===== config.mk =====
export PLATFORM = sky130hd
export DESIGN_NAME = imem_loader
export DESIGN_NICKNAME = d
export VERILOG_FILES = /design/src/rtl/imem_loader_pkg.sv /design/src/rtl/imem_byte_packer.sv /design/src/rtl/imem_loader.sv
export SDC_FILE = /design/constraint.sdc
export NUM_CORES = 1
export LEC_CHECK = 0
export CAP_MARGIN = 20
export CORE_MARGIN = 2
export CORE_UTILIZATION = 40
export DETAILED_ROUTE_END_ITERATION = 12
export PLACE_DENSITY = 0.64
export SLEW_MARGIN = 20
export SYNTH_ARGS = -nofsm -noshare
export SYNTH_HDL_FRONTEND = slang
export SYNTH_SLANG_ARGS = --single-unit

===== constraint.sdc =====
create_clock -name clk -period 4.89 [get_ports clk]
set_input_delay 0.489 -clock clk [delete_from_list [all_inputs] [get_ports clk]]
set_output_delay 0.489 -clock clk [all_outputs]
set_load 0.03 [all_outputs]

===== src/rtl/imem_loader_pkg.sv =====
// Shared types and constants for the instruction buffer boot loader.
// The header is four little-endian bytes: start address, then word count.
package imem_loader_pkg;

    typedef enum logic [2:0] {
        IDLE,
        HDR,
        DATA,
        WRITE,
        CHK,
        DONE
    } state_t;

    localparam int HDR_BYTES = 4;

    function automatic int bytes_per_word(input int word_w, input int byte_w);
        return (word_w + byte_w - 1) / byte_w;
    endfunction

endpackage


===== src/rtl/imem_byte_packer.sv =====
// Collects BPW little-endian bytes into one buffer word.
// Bits of the final byte that fall beyond WORD_W are never stored.
module imem_byte_packer #(
    parameter int WORD_W = 46,
    parameter int BYTE_W = 8,
    parameter int BPW    = 6
) (
    input  logic              clk,
    input  logic              reset,
    input  logic              clear,
    input  logic              shift_en,
    input  logic [BYTE_W-1:0] rx_byte,
    output logic              word_full,
    output logic [WORD_W-1:0] packed_word
);

    localparam int CNT_W = $clog2(BPW + 1);

    logic [CNT_W-1:0] cnt_reg;

    always_ff @(posedge clk or posedge reset) begin
        if (reset) begin
            cnt_reg <= '0;
        end else if (clear) begin
            cnt_reg <= '0;
        end else if (shift_en) begin
            cnt_reg <= cnt_reg + CNT_W'(1);
        end
    end

    // High when the byte being accepted right now completes the word.
    assign word_full = shift_en && (cnt_reg == CNT_W'(BPW - 1));

    // Each word bit latches from its own byte lane when that lane's byte arrives.
    generate
        for (genvar gi = 0; gi < WORD_W; gi++) begin : g_bit
            logic bit_reg;

            always_ff @(posedge clk or posedge reset) begin
                if (reset) begin
                    bit_reg <= 1'b0;
                end else if (clear) begin
                    bit_reg <= 1'b0;
                end else if (shift_en && (cnt_reg == CNT_W'(gi / BYTE_W))) begin
                    bit_reg <= rx_byte[gi % BYTE_W];
                end
            end

            assign packed_word[gi] = bit_reg;
        end
    endgenerate

endmodule


===== src/rtl/imem_loader.sv =====
// Boot loader: frames a host byte stream into header, instruction words and an
// XOR checksum, writes the instruction buffer, and releases the PAT core on success.
module imem_loader
    import imem_loader_pkg::*;
#(
    parameter int  I_ADR_WIDTH   = 10,
    parameter int  I_WIDTH       = 23,
    parameter int  I_BUFFER_SIZE = 2,
    parameter int  BYTE_W        = 8,
    localparam int WORD_W        = I_BUFFER_SIZE * I_WIDTH,
    localparam int BPW           = bytes_per_word(WORD_W, BYTE_W)
) (
    input  logic                   clk,
    input  logic                   reset,
    input  logic                   load_req,
    input  logic                   abort,
    input  logic [BYTE_W-1:0]      rx_data,
    input  logic                   rx_valid,
    output logic                   rx_ready,
    output logic [I_ADR_WIDTH-1:0] imem_write_adr,
    output logic                   imem_write,
    output logic [WORD_W-1:0]      imem_in,
    output logic                   pat_reset,
    output logic                   busy,
    output logic                   done,
    output logic                   error
);

    localparam int              HDR_W     = HDR_BYTES * BYTE_W;
    localparam int              HC_W      = $clog2(HDR_BYTES);
    localparam logic [16:0]     ADR_LIMIT = 17'(1) << I_ADR_WIDTH;

    state_t state_reg, state_next;

    logic [HC_W-1:0]         hdr_cnt_reg;
    logic [HDR_W-BYTE_W-1:0] hdr_reg;
    logic [I_ADR_WIDTH-1:0]  addr_reg;
    logic [15:0]             remaining_reg;
    logic [BYTE_W-1:0]       xor_reg;
    logic                    error_reg;
    logic                    pat_reset_reg;
    logic                    rx_ready_reg;

    logic              accept;
    logic              fail;
    logic              shift_en;
    logic              word_full;
    logic              packer_clear;
    logic [WORD_W-1:0] packed_word;
    logic [HDR_W-1:0]  hdr_full;
    logic [15:0]       hdr_sa;
    logic [15:0]       hdr_n;
    logic [16:0]       hdr_span;
    logic              hdr_last;
    logic              hdr_bad;

    // Abort wins over a byte offered in the same cycle.
    assign accept   = rx_valid && rx_ready_reg && !abort;
    assign shift_en = accept && (state_reg == DATA);

    // Header fields as they will look once the byte on rx_data is taken.
    assign hdr_full = {rx_data, hdr_reg};
    assign hdr_sa   = hdr_full[15:0];
    assign hdr_n    = hdr_full[31:16];
    assign hdr_span = {1'b0, hdr_sa} + {1'b0, hdr_n};
    assign hdr_last = (hdr_cnt_reg == HC_W'(HDR_BYTES - 1));
    assign hdr_bad  = ((hdr_sa >> I_ADR_WIDTH) != 16'd0) || (hdr_span > ADR_LIMIT);

    assign packer_clear = (state_next == DATA) && (state_reg != DATA);

    imem_byte_packer #(
        .WORD_W (WORD_W),
        .BYTE_W (BYTE_W),
        .BPW    (BPW)
    ) u_packer (
        .clk         (clk),
        .reset       (reset),
        .clear       (packer_clear),
        .shift_en    (shift_en),
        .rx_byte     (rx_data),
        .word_full   (word_full),
        .packed_word (packed_word)
    );

    always_ff @(posedge clk or posedge reset) begin
        if (reset) begin
            state_reg <= IDLE;
        end else begin
            state_reg <= state_next;
        end
    end

    always_comb begin
        state_next = state_reg;
        fail       = 1'b0;
        case (state_reg)
            IDLE: begin
                if (load_req) state_next = HDR;
            end
            HDR: begin
                if (accept && hdr_last) begin
                    if (hdr_bad) begin
                        state_next = IDLE;
                        fail       = 1'b1;
                    end else if (hdr_n == 16'd0) begin
                        state_next = CHK;
                    end else begin
                        state_next = DATA;
                    end
                end
            end
            DATA: begin
                if (word_full) state_next = WRITE;
            end
            WRITE: begin
                state_next = (remaining_reg == 16'd1) ? CHK : DATA;
            end
            CHK: begin
                if (accept) begin
                    if (rx_data == xor_reg) begin
                        state_next = DONE;
                    end else begin
                        state_next = IDLE;
                        fail       = 1'b1;
                    end
                end
            end
            DONE: begin
                state_next = IDLE;
            end
            default: begin
                state_next = IDLE;
            end
        endcase
        if ((state_reg != IDLE) && abort) begin
            state_next = IDLE;
            fail       = 1'b1;
        end
    end

    always_comb begin
        busy       = 1'b0;
        done       = 1'b0;
        imem_write = 1'b0;
        imem_in    = '0;
        case (state_reg)
            HDR, DATA, CHK: busy = 1'b1;
            WRITE: begin
                busy       = 1'b1;
                imem_write = 1'b1;
                imem_in    = packed_word;
            end
            DONE:    done = 1'b1;
            default: ;
        endcase
    end

    always_ff @(posedge clk or posedge reset) begin
        if (reset) begin
            hdr_cnt_reg   <= '0;
            hdr_reg       <= '0;
            addr_reg      <= '0;
            remaining_reg <= '0;
            xor_reg       <= '0;
            error_reg     <= 1'b0;
            pat_reset_reg <= 1'b1;
            rx_ready_reg  <= 1'b0;
        end else begin
            rx_ready_reg <= (state_next == HDR) || (state_next == DATA) || (state_next == CHK);
            if ((state_reg == IDLE) && load_req) begin
                error_reg     <= 1'b0;
                pat_reset_reg <= 1'b1;
                hdr_cnt_reg   <= '0;
                xor_reg       <= '0;
            end
            if (accept && (state_reg == HDR)) begin
                hdr_cnt_reg <= hdr_cnt_reg + HC_W'(1);
                hdr_reg     <= hdr_full[HDR_W-1:BYTE_W];
                if (hdr_last) begin
                    addr_reg      <= hdr_sa[I_ADR_WIDTH-1:0];
                    remaining_reg <= hdr_n;
                end
            end
            if (shift_en) begin
                xor_reg <= xor_reg ^ rx_data;
            end
            if (state_reg == WRITE) begin
                addr_reg      <= addr_reg + I_ADR_WIDTH'(1);
                remaining_reg <= remaining_reg - 16'd1;
            end
            if (state_next == DONE) begin
                pat_reset_reg <= 1'b0;
            end
            if (fail) begin
                error_reg     <= 1'b1;
                pat_reset_reg <= 1'b1;
            end
        end
    end

    assign rx_ready       = rx_ready_reg;
    assign imem_write_adr = addr_reg;
    assign pat_reset      = pat_reset_reg;
    assign error          = error_reg;

endmodule

Yosys cells after proc, flatten, opt, wreduce, memory -nomap -nowiden
Index checks and enable logic that the tools add are counted.
- bits in registers: 115
- bits in latches: 0
- memory bits (writable): 0
- ROM bits: 0
- input bits: 13
- output and inout port bits: 62
- logic and storage cells: 248
- memories kept: 0
- add/subtract/negate cells: 5
- $mul: 0
- div/mod/pow operators: 0
- magnitude comparators: 1
- equality and inequality tests: 18
- shifts and indexed selects: 0
- muxes and demuxes: 129
- bitwise gates (word level): 1
- reductions and logical operators: 38
- operator list (cell ; count):
    1-bit two-way mux ; 105
    16-bit two-way mux ; 3
    46-bit two-way mux ; 1
    3-bit two-way mux ; 11
    10-bit two-way mux ; 3
    2-bit nonzero test ; 12
    3-bit == test (second input constant) ; 6
    16-bit by 16-bit adder with 17-bit output ; 1
    17-bit by 11-bit > comparator with 1-bit output (second input constant) ; 1
    16-bit by 1-bit == test with 1-bit output (second input constant) ; 1
    16-bit zero test ; 1
    8-bit two-way mux ; 2
    16-bit nonzero test ; 1
    16-bit by 1-bit subtractor with 16-bit output (second input constant) ; 1
    3-bit by 2-bit == test with 1-bit output (second input constant) ; 5
    3-bit one-hot mux with 5 select lines ; 1
    1-bit logical AND ; 14
    10-bit by 1-bit adder with 10-bit output (second input constant) ; 1
    3-bit by 1-bit == test with 1-bit output (second input constant) ; 3
    8-bit == test ; 1
    8-bit XOR ; 1
    3-bit zero test ; 2
    3-bit nonzero test ; 2
    2-bit two-way mux ; 2
    other kinds (9) ; 11

Logic depth before layout (Yosys ltp)
Gate-level depths: netlist of run 1.
- depth in word-level cells: 10
- depth in mapped cells: 11
- gate-level depth less buffers: 9

By module
Synthesis of run 1 repeated with hierarchy kept, for this count alone.
- cell total of the unflattened synthesis: 794
- area, all modules: 7171.9 um2
- modules (own cells, without submodules) (module ; instances ; cells each ; area each (um2) ; seq. area each (um2)):
    imem_loader ; 1 ; 554 ; 4474.3 ; 1652.8
    imem_byte_packer ; 1 ; 240 ; 2697.6 ; 1226.2

Worst setup path after synthesis of run 1
Ideal clock, no wire load.
- path kind: register to register
- start: register hdr_reg[16]
- end: register u_packer.g_bit[13].bit_reg
- arrival: 2.883 ns
- required time: 4.746 ns
- setup slack: 1.864 ns
- cell stages (with the launch flop): 12
- period minus slack after synthesis: 3.026 ns
- cells stage by stage: dfrtp_1 ha_1 fa_1 a211o_1 a21o_1 a221o_1 nor4_2 and4_1 o2111a_2 buf_6 buf_8 a21oi_2
- cells in the longest elaborated chain, start to end: 10
- elaborated cells on any way between the ends: 13
- those cells by class: add/sub (1); order compare (1); eq/ne (1); mux (6); reduce/logical (4)
- RTL lines (item ; RTL line ; text):
    start: declaration ; imem_loader.sv:36 ; logic [HDR_W-BYTE_W-1:0] hdr_reg;
    start signal: assignment ; imem_loader.sv:178 ; hdr_reg <= hdr_full[HDR_W-1:BYTE_W];
    16-bit by 16-bit adder with 17-bit output ; imem_loader.sv:65 ; assign hdr_span = {1'b0, hdr_sa} + {1'b0, hdr_n};
    17-bit by 11-bit > comparator with 1-bit output ; imem_loader.sv:67 ; assign hdr_bad = ((hdr_sa >> I_ADR_WIDTH) != 16'd0) || (hdr_span > ADR_LIMIT);
    1-bit logical OR ; imem_loader.sv:67 ;
    3-bit two-way mux * ; imem_loader.sv:102 ; if (hdr_bad) begin
    3-bit two-way mux * ; imem_loader.sv:101 ; if (accept && hdr_last) begin
    3-bit one-hot mux with 5 select lines * ; imem_loader.sv:96 ; case (state_reg)
    3-bit two-way mux * ; imem_loader.sv:135 ; if ((state_reg != IDLE) && abort) begin
    3-bit by 2-bit == test with 1-bit output * ; imem_loader.sv:69 ; assign packer_clear = (state_next == DATA) && (state_reg != DATA);
    1-bit logical AND * ; imem_loader.sv:69 ;
    1-bit two-way mux or 2-bit nonzero test (tied branches) ; - ;
    end signal: assignment ; imem_byte_packer.sv:45 ; bit_reg <= rx_byte[gi % BYTE_W];
    end: declaration ; imem_byte_packer.sv:37 ; logic bit_reg;
Every way passes the cells marked *; elsewhere a longest branch is shown, timed or not.
A chain may end at the register's enable or synchronous reset.

Final worst setup path of run 1
- start: register state_reg[0]
- end: output port imem_in[42]
- cells in the longest elaborated chain, start to end: 2
- RTL lines (item ; RTL line ; text):
    start: declaration ; imem_loader.sv:33 ; state_t state_reg, state_next;
    start signal: assignment ; imem_loader.sv:89 ; state_reg <= state_next;
    3-bit by 2-bit == test with 1-bit output ; imem_loader.sv:146 ; case (state_reg)
    46-bit two-way mux ; imem_loader.sv:146 ;
    end: declaration ; imem_loader.sv:22 ; output logic [WORD_W-1:0] imem_in,
No other way between the ends.

==> results of run 1 <==
where the power goes:
part / total, mW / leakage, nW / switching [mW] / internal [mW]
combinational: 0.969 / 2.09 / 0.574 / 0.394
sequential: 1.26 / 1.51 / 0.178 / 1.08
clock: 1.24 / 0.286 / 0.446 / 0.797
total: 3.47 / 3.89 / 1.20 / 2.27
critical path: stages, from the launching register on:
cell,delay (ps)
dfrtp_1,620
inv_1,100
or2_2,500
inv_1,200
buf_4,440
and2_1,250
clkdlybuf4s50_1,690
layer usage:
layer / vias up / track usage (%) / share of wire [%]
li1: 3005 / - / -
met2: 198 / 34.4 / 45
met3: 31 / 4.71 / 5.2
met5: - / 0 / 0
met1: 2993 / 31.0 / 47
met4: 0 / 8.36 / 2.8
through the flow:
stage               hold WS [ps]  std cells
floorplan                    448        821
global placement             467       1082
global route                 401       1114
finish                       370       1114
CTS                          375       1114
detailed placement           478       1082
cell type report:
class	count	share of cell area [%]
Clock buffer	22	5.17
Clock inverter	10	1.54
Inverter	16	0.728
Multi-Input combinational cell	633	45.5
Sequential cell	115	33.5
Tap cell	225	3.28
Timing Repair Buffer	93	10.3
layout by cell type (no fill, tap or decap), types with 19 or more instances in the layout:
cell type	count
nor2_1	45
ha_1	25
and2_1	48
dfrtp_1	114
nand2_1	167
nand3_1	23
a21oi_1	66
o21ai_0	39
buf_4	19
mux2_2	46
clkdlybuf4s50_1	74
final timing paths:
check,start,to,slack (ps),depth (start not counted)
hold reg to reg,remaining_reg[15],remaining_reg[15],490,1
hold / removal,reset,u_packer.g_bit[30].bit_reg,370,2
max in group asynchronous,reset,hdr_reg[5],3450,3
setup / recovery,state_reg[0],imem_in[42],1140,6
setup reg to reg,hdr_reg[16],u_packer.g_bit[16].bit_reg,1260,10
min in group clk,remaining_reg[15],remaining_reg[15],490,1
cell families (layout without fill, tap and decap cells):
kind of cell / count (synthesis) / after routing / synth area share, %
simple gates: 358 / 358 / 24.4
compound gates: 188 / 188 / 16.7
flops: 115 / 115 / 40.5
buf+inv: 73 / 141 / 4.56
mux: 47 / 47 / 7.43
fa+ha+maj: 26 / 26 / 4.68
xor+xnor: 14 / 14 / 1.72
==> summary.md, run 1 <==
| Metric | Value |
|---|---|
| Max-Cap Viols | `0` |
| Vias per cell | `5.59` |
| Setup TNS | `0 ps` |
| Status | `finished clean` |
| Die width | `137 um` |
| RSZ-0062 raised after global routing | `false` |
| Area contributors post-synth | `dfrtp_1 40%, nand2_1 8.8%, mux2_2 7.3%` |
| Startpoint class of the critical path | `flip-flop` |
| Reg clk slew, reported paths | `50 ps` |
| Core box area | `17,400 um2` |
| CTS resizes | `0` |
| DP Wirelength | `13.0 mm` |
| CTS Sinks | `115` |
| DIE HEIGHT | `137 um` |
| Fillers | `1,675` |
| Synth unique cells | `67` |
| Syn Area/Cell | `8.66 um2` |
| Asr flop ratio synth | `between 90% and 100%` |
| Worst Tran Pin Value | `855 ps` |
| Initial Util | `approximately 41%` |
| Drt total wl | `20.2 mm` |
| Final Setup Violations | `0` |
| Max Buffers Root-to-Sink | `2` |
| Pre-CTS setup slack | `1080 ps` |
| Nets | `915` |
| Worst-path fanout max | `54` |
| Total CTS buffers | `17` |
| P_leak | `3.89 nW` |
| Initial antenna violation count | `0` |
| Post-Synthesis Net Count | `860` |
| Flip-flop and latch area | `2880 um2` |
| Critical path arrival | `around 3300 ps` |
| RePlAce Congestion | `between 0.9 and 1` |
| Rel. slew slack | `43.0%` |
| Maximum VDD drop | `293 uV` |
| CTS tree | `done` |
| Fin crit period | `3750 ps` |
| H-Tree Depth | `4` |
| Max FFs per register | `46` |
| CTS root buf | `clkbuf_16` |
| Post-synth top area share | `40.1%` |
| Final ANT Viol Nets | `0` |
| Cell Rows | `48` |
| Worst Setup End Kind | `primary output` |
| Global-route wire length before repair | `32.4 mm` |
| Final WS setup | `about 1100 ps` |
| Critical Path RT | `4400 ps` |
| Number of enable flip-flop cells after synthesis | `0` |
| Area Overhead vs Synth | `20.9%` |
| Die Area | `18,900 um2` |
| Top cells by count, synth | `167 x nand2_1, 114 x dfrtp_1, 66 x a21oi_1, 48 x and2_1, 46 x mux2_2` |
| Max Clock Skew | `9.95 ps` |
| Drt pass-1 iters | `4` |
| Final Hold Viols | `0` |
| Max Freq | `266 MHz` |
| Synth Register Bits | `115` |
| Slew Viols, Final | `0` |
| Ys Warns | `0` |
| Ports | `75` |
| Overflow after GRT | `0` |
| Design area | `around 8600 um2` |
| Final core utilization | `just under 50%` |
| Starting DRT DRC Count | `416` |
| Crit Path Category | `reg2out` |
| Diode count | `0` |
| Buffers on Ports | `74` |
| DR DRC count | `0` |
| GRT Total Usage | `22.4%` |
| Multi-input logic area | `between 3000 and 4000 um2` |
| Post-CTS setup buffer count | `0` |
| Final Cycle Share | `76.8%` |
| Count leader, synth | `nand2_1` |
| Worst skew pair latency | `430 ps` |
| Vias in the first global route | `6,031` |
| Area after DPL | `8020 um2` |
| Hold_buf cts | `0` |
| Post-Syn Instances | `821` |
| Mean routed wirelength per cell | `18.1 um` |
| Largest net degree at the start of global routing | `58` |
| Yosys top cell by area | `dfrtp_1` |
| Share of cells above drive strength 1 | `13.0%` |
| Power, Total | `3.47 mW` |
| Vias | `6,227` |
| Synth Flop Type | `dfrtp_1` |
| Syn Std Cell Area | `7110 um2` |
| Cell Pwr Density | `404 nW/um2` |
| Sequential area share after synthesis | `40.5%` |
| Worst hold-check path type | `in2async` |
Power figures use the tool's default switching activity.
==> run 2, diff against run 1 <==
PLACE_DENSITY = 0.66   (was 0.64)
clock period = 3.37 ns   (was 4.89 ns; I/O delays follow)
==> run 2 against run 1 <==
- count of clock-buffer cells in the layout grew 1
- critical path depth up 4
- clock skew about the same
- critical endpoint is now u_packer.g_bit[7].bit_reg
- sequential cell count stayed put
- power rose by 51%
- largest power group is now clock
- combinational power rose by 51%
- clock power is 59% higher
==> summary.md, run 2 (synthesis results as in run 1) <==
| Metric | Value |
|---|---|
| Final Hold Viols | `0 (unchanged)` |
| Cell Pwr Density | `601 nW/um2 (+49%)` |
| Largest net degree at the start of global routing | `64 (+10%)` |
| Critical Path RT | `3620 ps (-780 ps)` |
| Buffers on Ports | `74 (unchanged)` |
| Vias | `6,187 (-0.64%)` |
| Total CTS buffers | `17 (unchanged)` |
| Crit Path Category | `reg2reg` |
| Startpoint class of the critical path | `flip-flop` |
| Initial Util | `41.0% (unchanged)` |
| Fin crit period | `~3300 ps` |
| Post-CTS setup buffer count | `0 (unchanged)` |
| Max-Cap Viols | `0 (unchanged)` |
| Core box area | `17,400 um2 (unchanged)` |
| Commonest cells after routing, fill and taps aside | `167 x nand2_1, 114 x dfrtp_1, 70 x buf_4` |
| Final ANT Viol Nets | `0 (unchanged)` |
| Die Area | `18,900 um2 (unchanged)` |
| Initial antenna violation count | `0 (unchanged)` |
| Drt pass-1 iters | `5 (+1)` |
| Area Overhead vs Synth | `22.3%` |
| RePlAce Congestion | `0.830 (-7.8%)` |
| Maximum VDD drop | `374 uV (+28%)` |
| Max FFs per register | `46 (unchanged)` |
| Slew Viols, Final | `0 (unchanged)` |
| GRT Total Usage | `21.5% (-0.88 points)` |
| Vias per cell | `5.51 (-1.4%)` |
| Status | `finished clean` |
| DIE HEIGHT | `137 um (unchanged)` |
| Overflow after GRT | `0 (unchanged)` |
| Worst Tran Pin Value | `631 ps (-224 ps)` |
| Critical path arrival | `3510 ps (+250 ps)` |
| Fillers | `1,624 (-3.0%)` |
| Clock share of power | `37.7% (+1.9 points)` |
| CTS root buf | `clkbuf_16` |
| Max Buffers Root-to-Sink | `2 (unchanged)` |
| Share of cells above drive strength 1 | `19.4% (+6.3 points)` |
| Global-route wire length before repair | `31.3 mm (-3.4%)` |
| Final Setup Violations | `0 (unchanged)` |
| Gate power share | `27.9% (about the same)` |
| Rel. slew slack | `57.8% (+15 points)` |
| Worst-path fanout max | `28 (-48%)` |
| CTS tree | `done` |
| DR DRC count | `0 (unchanged)` |
| Setup TNS | `0 ps (unchanged)` |
| Mean routed wirelength per cell | `17.4 um (-3.8%)` |
| Vias in the first global route | `5,929 (-1.7%)` |
| WHS | `271 ps (-98.6 ps)` |
| Final core utilization | `50.1% (+0.58 points)` |
| Net Sw Frac | `33.2% (-1.3 points)` |
| Max Freq | `307 MHz` |
| Worst Setup End Kind | `flip-flop` |
| Sw power | `1.74 mW (+45%)` |
| Drt total wl | `19.6 mm (-3.0%)` |
| Die width | `137 um (unchanged)` |
| Nets | `925 (+1.1%)` |
| RSZ-0062 raised after global routing | `false` |
| Sequential share of power | `34.5% (-1.7 points)` |
| P_leak | `4.08 nW (+4.8%)` |
| Hold_buf cts | `0 (unchanged)` |
| Reg clk slew, reported paths | `50 ps (about the same)` |
| Power, Total | `5.23 mW (+51%)` |
| Ports | `75 (unchanged)` |
| Max Clock Skew | `9.51 ps (-0.442 ps)` |
| Cell Rows | `48 (unchanged)` |
| DP Wirelength | `12.9 mm (-1.1%)` |
| Starting DRT DRC Count | `409 (-1.7%)` |
| Commonest non-fill, non-tap cell in the layout | `nand2_1` |
| H-Tree Depth | `4 (unchanged)` |
| P_int | `3.49 mW (+54%)` |
| Final Cycle Share | `96.6%` |
| Diode count | `0 (unchanged)` |
| Worst skew pair latency | `410 ps (-20 ps)` |
| Worst hold-check path type | `in2async` |
| CTS Sinks | `115 (unchanged)` |
## run 2: per-layer routing
metal	GRT usage [%]	part of all wire (%)
met5	0	0
met4	5.04	1.4
met2	34.6	47
met1	29.7	47
met3	4.64	4.7
## run 2: final timing paths
check / slack, ps / to / startpoint / depth (start not counted)
worst min-delay path: 270 / u_packer.g_bit[28].bit_reg / reset / 2
max in group asynchronous: 2440 / hdr_reg[6] / reset / 3
worst max register to register: 110 / u_packer.g_bit[7].bit_reg / hdr_reg[0] / 10
min in group clk: 480 / remaining_reg[15] / remaining_reg[15] / 1
worst min register to register: 480 / remaining_reg[15] / remaining_reg[15] / 1
worst max-delay path: 110 / u_packer.g_bit[7].bit_reg / hdr_reg[0] / 10
## run 2: area by class of cell
class	instances	area, um2	area share (%)
clock buffers	23	498	5.73
clock inverters	8	148	1.70
inverters	16	63.8	0.734
multi-input cells	633	3920	45.1
flip-flops and latches	115	2880	33.1
well taps	225	282	3.24
repair buffers	103	906	10.4
## run 2: timing repair
action | in CTS | in global routing
setup endpoints to repair | 0 | 7
gates resized for setup | 0 | 2
hold endpoints to repair | 0 | 0
## run 2: per-stage QoR
| stage | std cells | worst slack (ps) | instance area (um2) |
|---|---|---|---|
| final | 1123 | 115 | 8690 |
| after global routing | 1123 | 23.8 | 8690 |
| after CTS | 1123 | 77.7 | 8680 |
| after detailed placement | 1092 | 108 | 8040 |
| after global placement | 1092 | 119 | 8040 |
| after floorplan | 821 | 344 | 7110 |
## run 2: critical path, cell delays in order (launching register included)
cell and delay, ps:
dfrtp_1 390, ha_1 240, fa_1 420, a211o_1 330, a21o_1 160, a221o_1 370
nor4_4 320, and4_1 260, o2111a_2 320, buf_12 200, a21oi_1 90
## run 2: power by group through the flow
| stage | clock (mW) | combinational (mW) | sequential, mW |
|---|---|---|---|
| final | 1.97 | 1.46 | 1.80 |
| after detailed placement | 0 | 1.41 | 1.83 |
| after CTS | 1.99 | 1.43 | 1.80 |
| after floorplan | 0 | 1.04 | 1.78 |
| after global placement | 0 | 1.41 | 1.82 |
| after global routing | 2.06 | 1.63 | 1.83 |
==> run 3, diff against run 2 <==
ABC_AREA = 1   (was not set)
CELL_PAD_IN_SITES_DETAIL_PLACEMENT = 0   (was not set)
CELL_PAD_IN_SITES_GLOBAL_PLACEMENT = 1   (was not set)
CORE_UTILIZATION = 38   (was 40)
CTS_CLUSTER_DIAMETER = 30   (was not set)
PLACE_DENSITY = 0.82   (was 0.66)
==> run 3 against run 2 <==
- clock skew about the same
- sequential share of layout area decreased by 0.081 points
- maximum frequency increased by 11%
- critical path type unchanged
- via count increased by 4.2%
- synthesized cell count increased by 21%
==> summary.md, run 3 <==
| Metric | Value |
|---|---|
| WHS | `275 ps (+3.99 ps)` |
| GRT Total Usage | `20.2% (-1.4 points)` |
| Worst setup endpoint | `u_packer.g_bit[9].bit_reg` |
| Top cells by count, synth | `229 x nand2_1, 169 x inv_1, 138 x nand3_1, 114 x dfrtp_1, 99 x nor2_1` |
| CTS root buf | `clkbuf_16` |
| Post-synthesis adder-cell area fraction | `4.69% (+0.012 points)` |
| Hold_buf cts | `0 (unchanged)` |
| Synth Flop Type | `dfrtp_1` |
| Max Freq | `341 MHz (+11%)` |
| RePlAce Congestion | `0.841 (+1.3%)` |
| Post-Synthesis Net Count | `1,036 (+20%)` |
| Worst Setup End Kind | `flip-flop` |
| Largest family of logic cells by synthesized area | `simple AND/OR/NAND/NOR gates` |
| CTS Sinks | `115 (unchanged)` |
| Mux contribution to synthesized area | `0% (-7.4 points)` |
| Starting DRT DRC Count | `415 (+1.5%)` |
| DR DRC count | `0 (unchanged)` |
| Initial Util | `39.1% (-1.9 points)` |
| Core box area | `18,100 um2 (+4.6%)` |
| Sequential area share after synthesis | `40.6% (+0.11 points)` |
| Final WS setup | `437 ps (+322 ps)` |
| Critical path arrival | `3240 ps (-270 ps)` |
| Area Overhead vs Synth | `22.9%` |
| FF-to-FF path depth | `17 (+7)` |
| Reg2reg setup slack | `440 ps (+320 ps)` |
| Cell Pwr Density | `704 nW/um2 (+17%)` |
| Pre-CTS setup slack | `372 ps (+263 ps)` |
| Count leader, synth | `nand2_1` |
| Cell Rows | `49 (+2.1%)` |
| Worst-path fanout max | `87 (+210%)` |
| Vias per cell | `4.91 (-11%)` |
| Ys Warns | `0 (unchanged)` |
| Vias in the first global route | `6,088 (+2.7%)` |
| Number of enable flip-flop cells after synthesis | `0 (unchanged)` |
| Initial antenna violation count | `0 (unchanged)` |
| Final Setup Violations | `0 (unchanged)` |
| CP max stage delay | `430 ps (about the same)` |
| Share of cells above drive strength 1 | `7.56% (-12 points)` |
| Drt pass-1 iters | `5 (unchanged)` |
| Asr flop ratio synth | `100% (unchanged)` |
| WP depth | `17 (+7)` |
| Overflow after GRT | `0 (unchanged)` |
| Post-synth top area share | `40.2% (+0.11 points)` |
| Reg clk slew, reported paths | `50 ps (about the same)` |
| Die Area | `19,800 um2 (+4.8%)` |
| CTS resizes | `0 (unchanged)` |
| Total CTS buffers | `17 (unchanged)` |
| CP Cell Sequence | `ha_1 -> fa_1 -> nand2_1 -> nand2_1 -> nand3_1 -> a21oi_1 -> nor2_1 -> nand2_1 -> nor2_1 -> nand2_1 -> nor2_2 -> nand3_1 -> nand2_2 -> nand4_4 -> buf_12 -> nand3_1 -> nand2_1` |
| Worst Setup SP | `hdr_reg[0]` |
| DIE HEIGHT | `141 um (+2.4%)` |
| Syn Std Cell Area | `7090 um2 (-0.26%)` |
| Final Hold Viols | `0 (unchanged)` |
| Synth unique cells | `40 (-40%)` |
| Largest net degree at the start of global routing | `99 (+55%)` |
| Worst Tran Pin Value | `624 ps (-6.61 ps)` |
| Global-route wire length before repair | `31.9 mm (+2.0%)` |
| Synth Area in Simple Gates | `32.3% (+7.9 points)` |
| Worst skew pair latency | `420 ps (about the same)` |
| Fin crit period | `2930 ps (-322 ps)` |
| Syn Area/Cell | `7.11 um2 (-18%)` |
| Worst hold-check path type | `in2async` |
| CTS tree | `done` |
| Critical Path RT | `3670 ps (+50 ps)` |
| Buffers on Ports | `74 (unchanged)` |
| Crit Path Category | `reg2reg` |
| Post-Synth XOR/XNOR Area | `1.48% (-0.24 points)` |
| Max-Cap Viols | `0 (unchanged)` |
| Commonest cells after routing, fill and taps aside | `229 x nand2_1, 168 x inv_1, 138 x nand3_1` |
| Setup TNS | `0 ps (unchanged)` |
| Ports | `75 (unchanged)` |
| Max Buffers Root-to-Sink | `2 (unchanged)` |
| P_leak | `4.25 nW (+4.1%)` |
| DP Wirelength | `13.6 mm (+5.7%)` |
| Post-Syn Instances | `997 (+21%)` |
| Final ANT Viol Nets | `0 (unchanged)` |
| Maximum VDD drop | `350 uV (-6.3%)` |
| Max FFs per register | `46 (unchanged)` |
| Nets | `1,111 (+20%)` |
| Status | `finished clean` |
| Buffers & Inverters on Critical Path | `1 (unchanged)` |
| Compound-Gate Fraction of Synth Area | `8.57% (-8.1 points)` |
| Crit Reg-Reg Endpoint | `u_packer.g_bit[9].bit_reg` |
| H-Tree Depth | `4 (unchanged)` |
| Post-CTS setup buffer count | `0 (unchanged)` |
| Commonest non-fill, non-tap cell in the layout | `nand2_1` |
| Max Clock Skew | `9.25 ps (-0.258 ps)` |
| RSZ-0062 raised after global routing | `false` |
| Synth Register Bits | `115 (unchanged)` |
| Slew Viols, Final | `0 (unchanged)` |
| Drt total wl | `19.3 mm (-1.2%)` |
| Diode count | `0 (unchanged)` |
| Largest delay contributor family on the critical path | `simple AND/OR/NAND/NOR gates` |
| Mean routed wirelength per cell | `14.7 um (-16%)` |
| R2R Path Start | `hdr_reg[0]` |
| Vias | `6,446 (+4.2%)` |
| Area contributors post-synth | `dfrtp_1 40%, nand2_1 12%, nand3_1 9.7%` |
| Final core utilization | `48.0% (-2.1 points)` |
| Most common cell on crit path | `nand2_1` |
| Startpoint class of the critical path | `flip-flop` |
| Slowest cell on crit path | `dfrtp_1` |
| Final Cycle Share | `87.0% (-9.6 points)` |
| Rel. slew slack | `58.0% (+0.21 points)` |
| Die width | `141 um (+2.4%)` |
| Yosys top cell by area | `dfrtp_1` |
## run 3: changes by cell type in the layout (fill, tap and decap cells not counted), moves of 50 or more
cell	delta
inv_1	+153
nor2_1	+54
nand2_1	+62
nand3_1	+115
buf_4	-50
## run 3: routing by layer
metal,track usage (%),wire length (um),vias up
met2,30.3,8620,132
met3,3.87,827,16
met4,4.74,191,0
met1,30.1,9690,2965
met5,0,0,-
li1,-,-,3333
## run 3: worst min-delay path by stage
stage / from / endpoint / slack [ps] / cells past startpoint
after detailed placement: error / error / 460 / 2
after floorplan: hdr_cnt_reg[0] / hdr_cnt_reg[0] / 470 / 1
final: reset / u_packer.g_bit[0].bit_reg / 280 / 2
after global routing: reset / u_packer.g_bit[12].bit_reg / 310 / 2
after CTS: reset / u_packer.g_bit[0].bit_reg / 280 / 2
after global placement: u_packer.g_bit[14].bit_reg / u_packer.g_bit[14].bit_reg / 480 / 2
## run 3: worst register-to-register path, cell delays in order, from the launching register on
cell	delay (ps)
dfrtp_1	430
ha_1	300
fa_1	390
nand2_1	120
nand2_1	100
nand3_1	170
a21oi_1	110
nor2_1	100
nand2_1	60
nor2_1	80
nand2_1	70
nor2_2	120
nand3_1	120
nand2_2	120
nand4_4	90
buf_12	210
nand3_1	180
nand2_1	60
## run 3: per-stage QoR
| stage | area, um2 | power [mW] | cells |
|---|---|---|---|
| floorplan | 7100 | 3.64 | 997 |
| global placement | 8120 | 4.32 | 1282 |
| detailed placement | 8120 | 4.33 | 1282 |
| CTS | 8710 | 6.16 | 1314 |
| global route | 8710 | 6.61 | 1314 |
| finish | 8710 | 6.13 | 1314 |
## run 3: logic make-up after synthesis
| family | Yosys count |
|---|---|
| fa+ha+maj | 26 |
| buf+inv | 221 |
| flops | 115 |
| compound gates | 106 |
| xor+xnor | 12 |
| simple gates | 517 |
## run 3: area by class of cell
type,count,area [um2]
clock buffer,21,470
clock inverter,11,129
fill,1812,9430
inverter,181,683
multi-input combinational,661,3340
sequential,115,2880
tap,229,287
timing repair buffer,96,931
## run 3: report_power, final
part           internal, mW  switching [mW]
sequential             1.69           0.325
clock                  1.15           0.656
combinational         0.836            1.48
total                  3.67            2.46
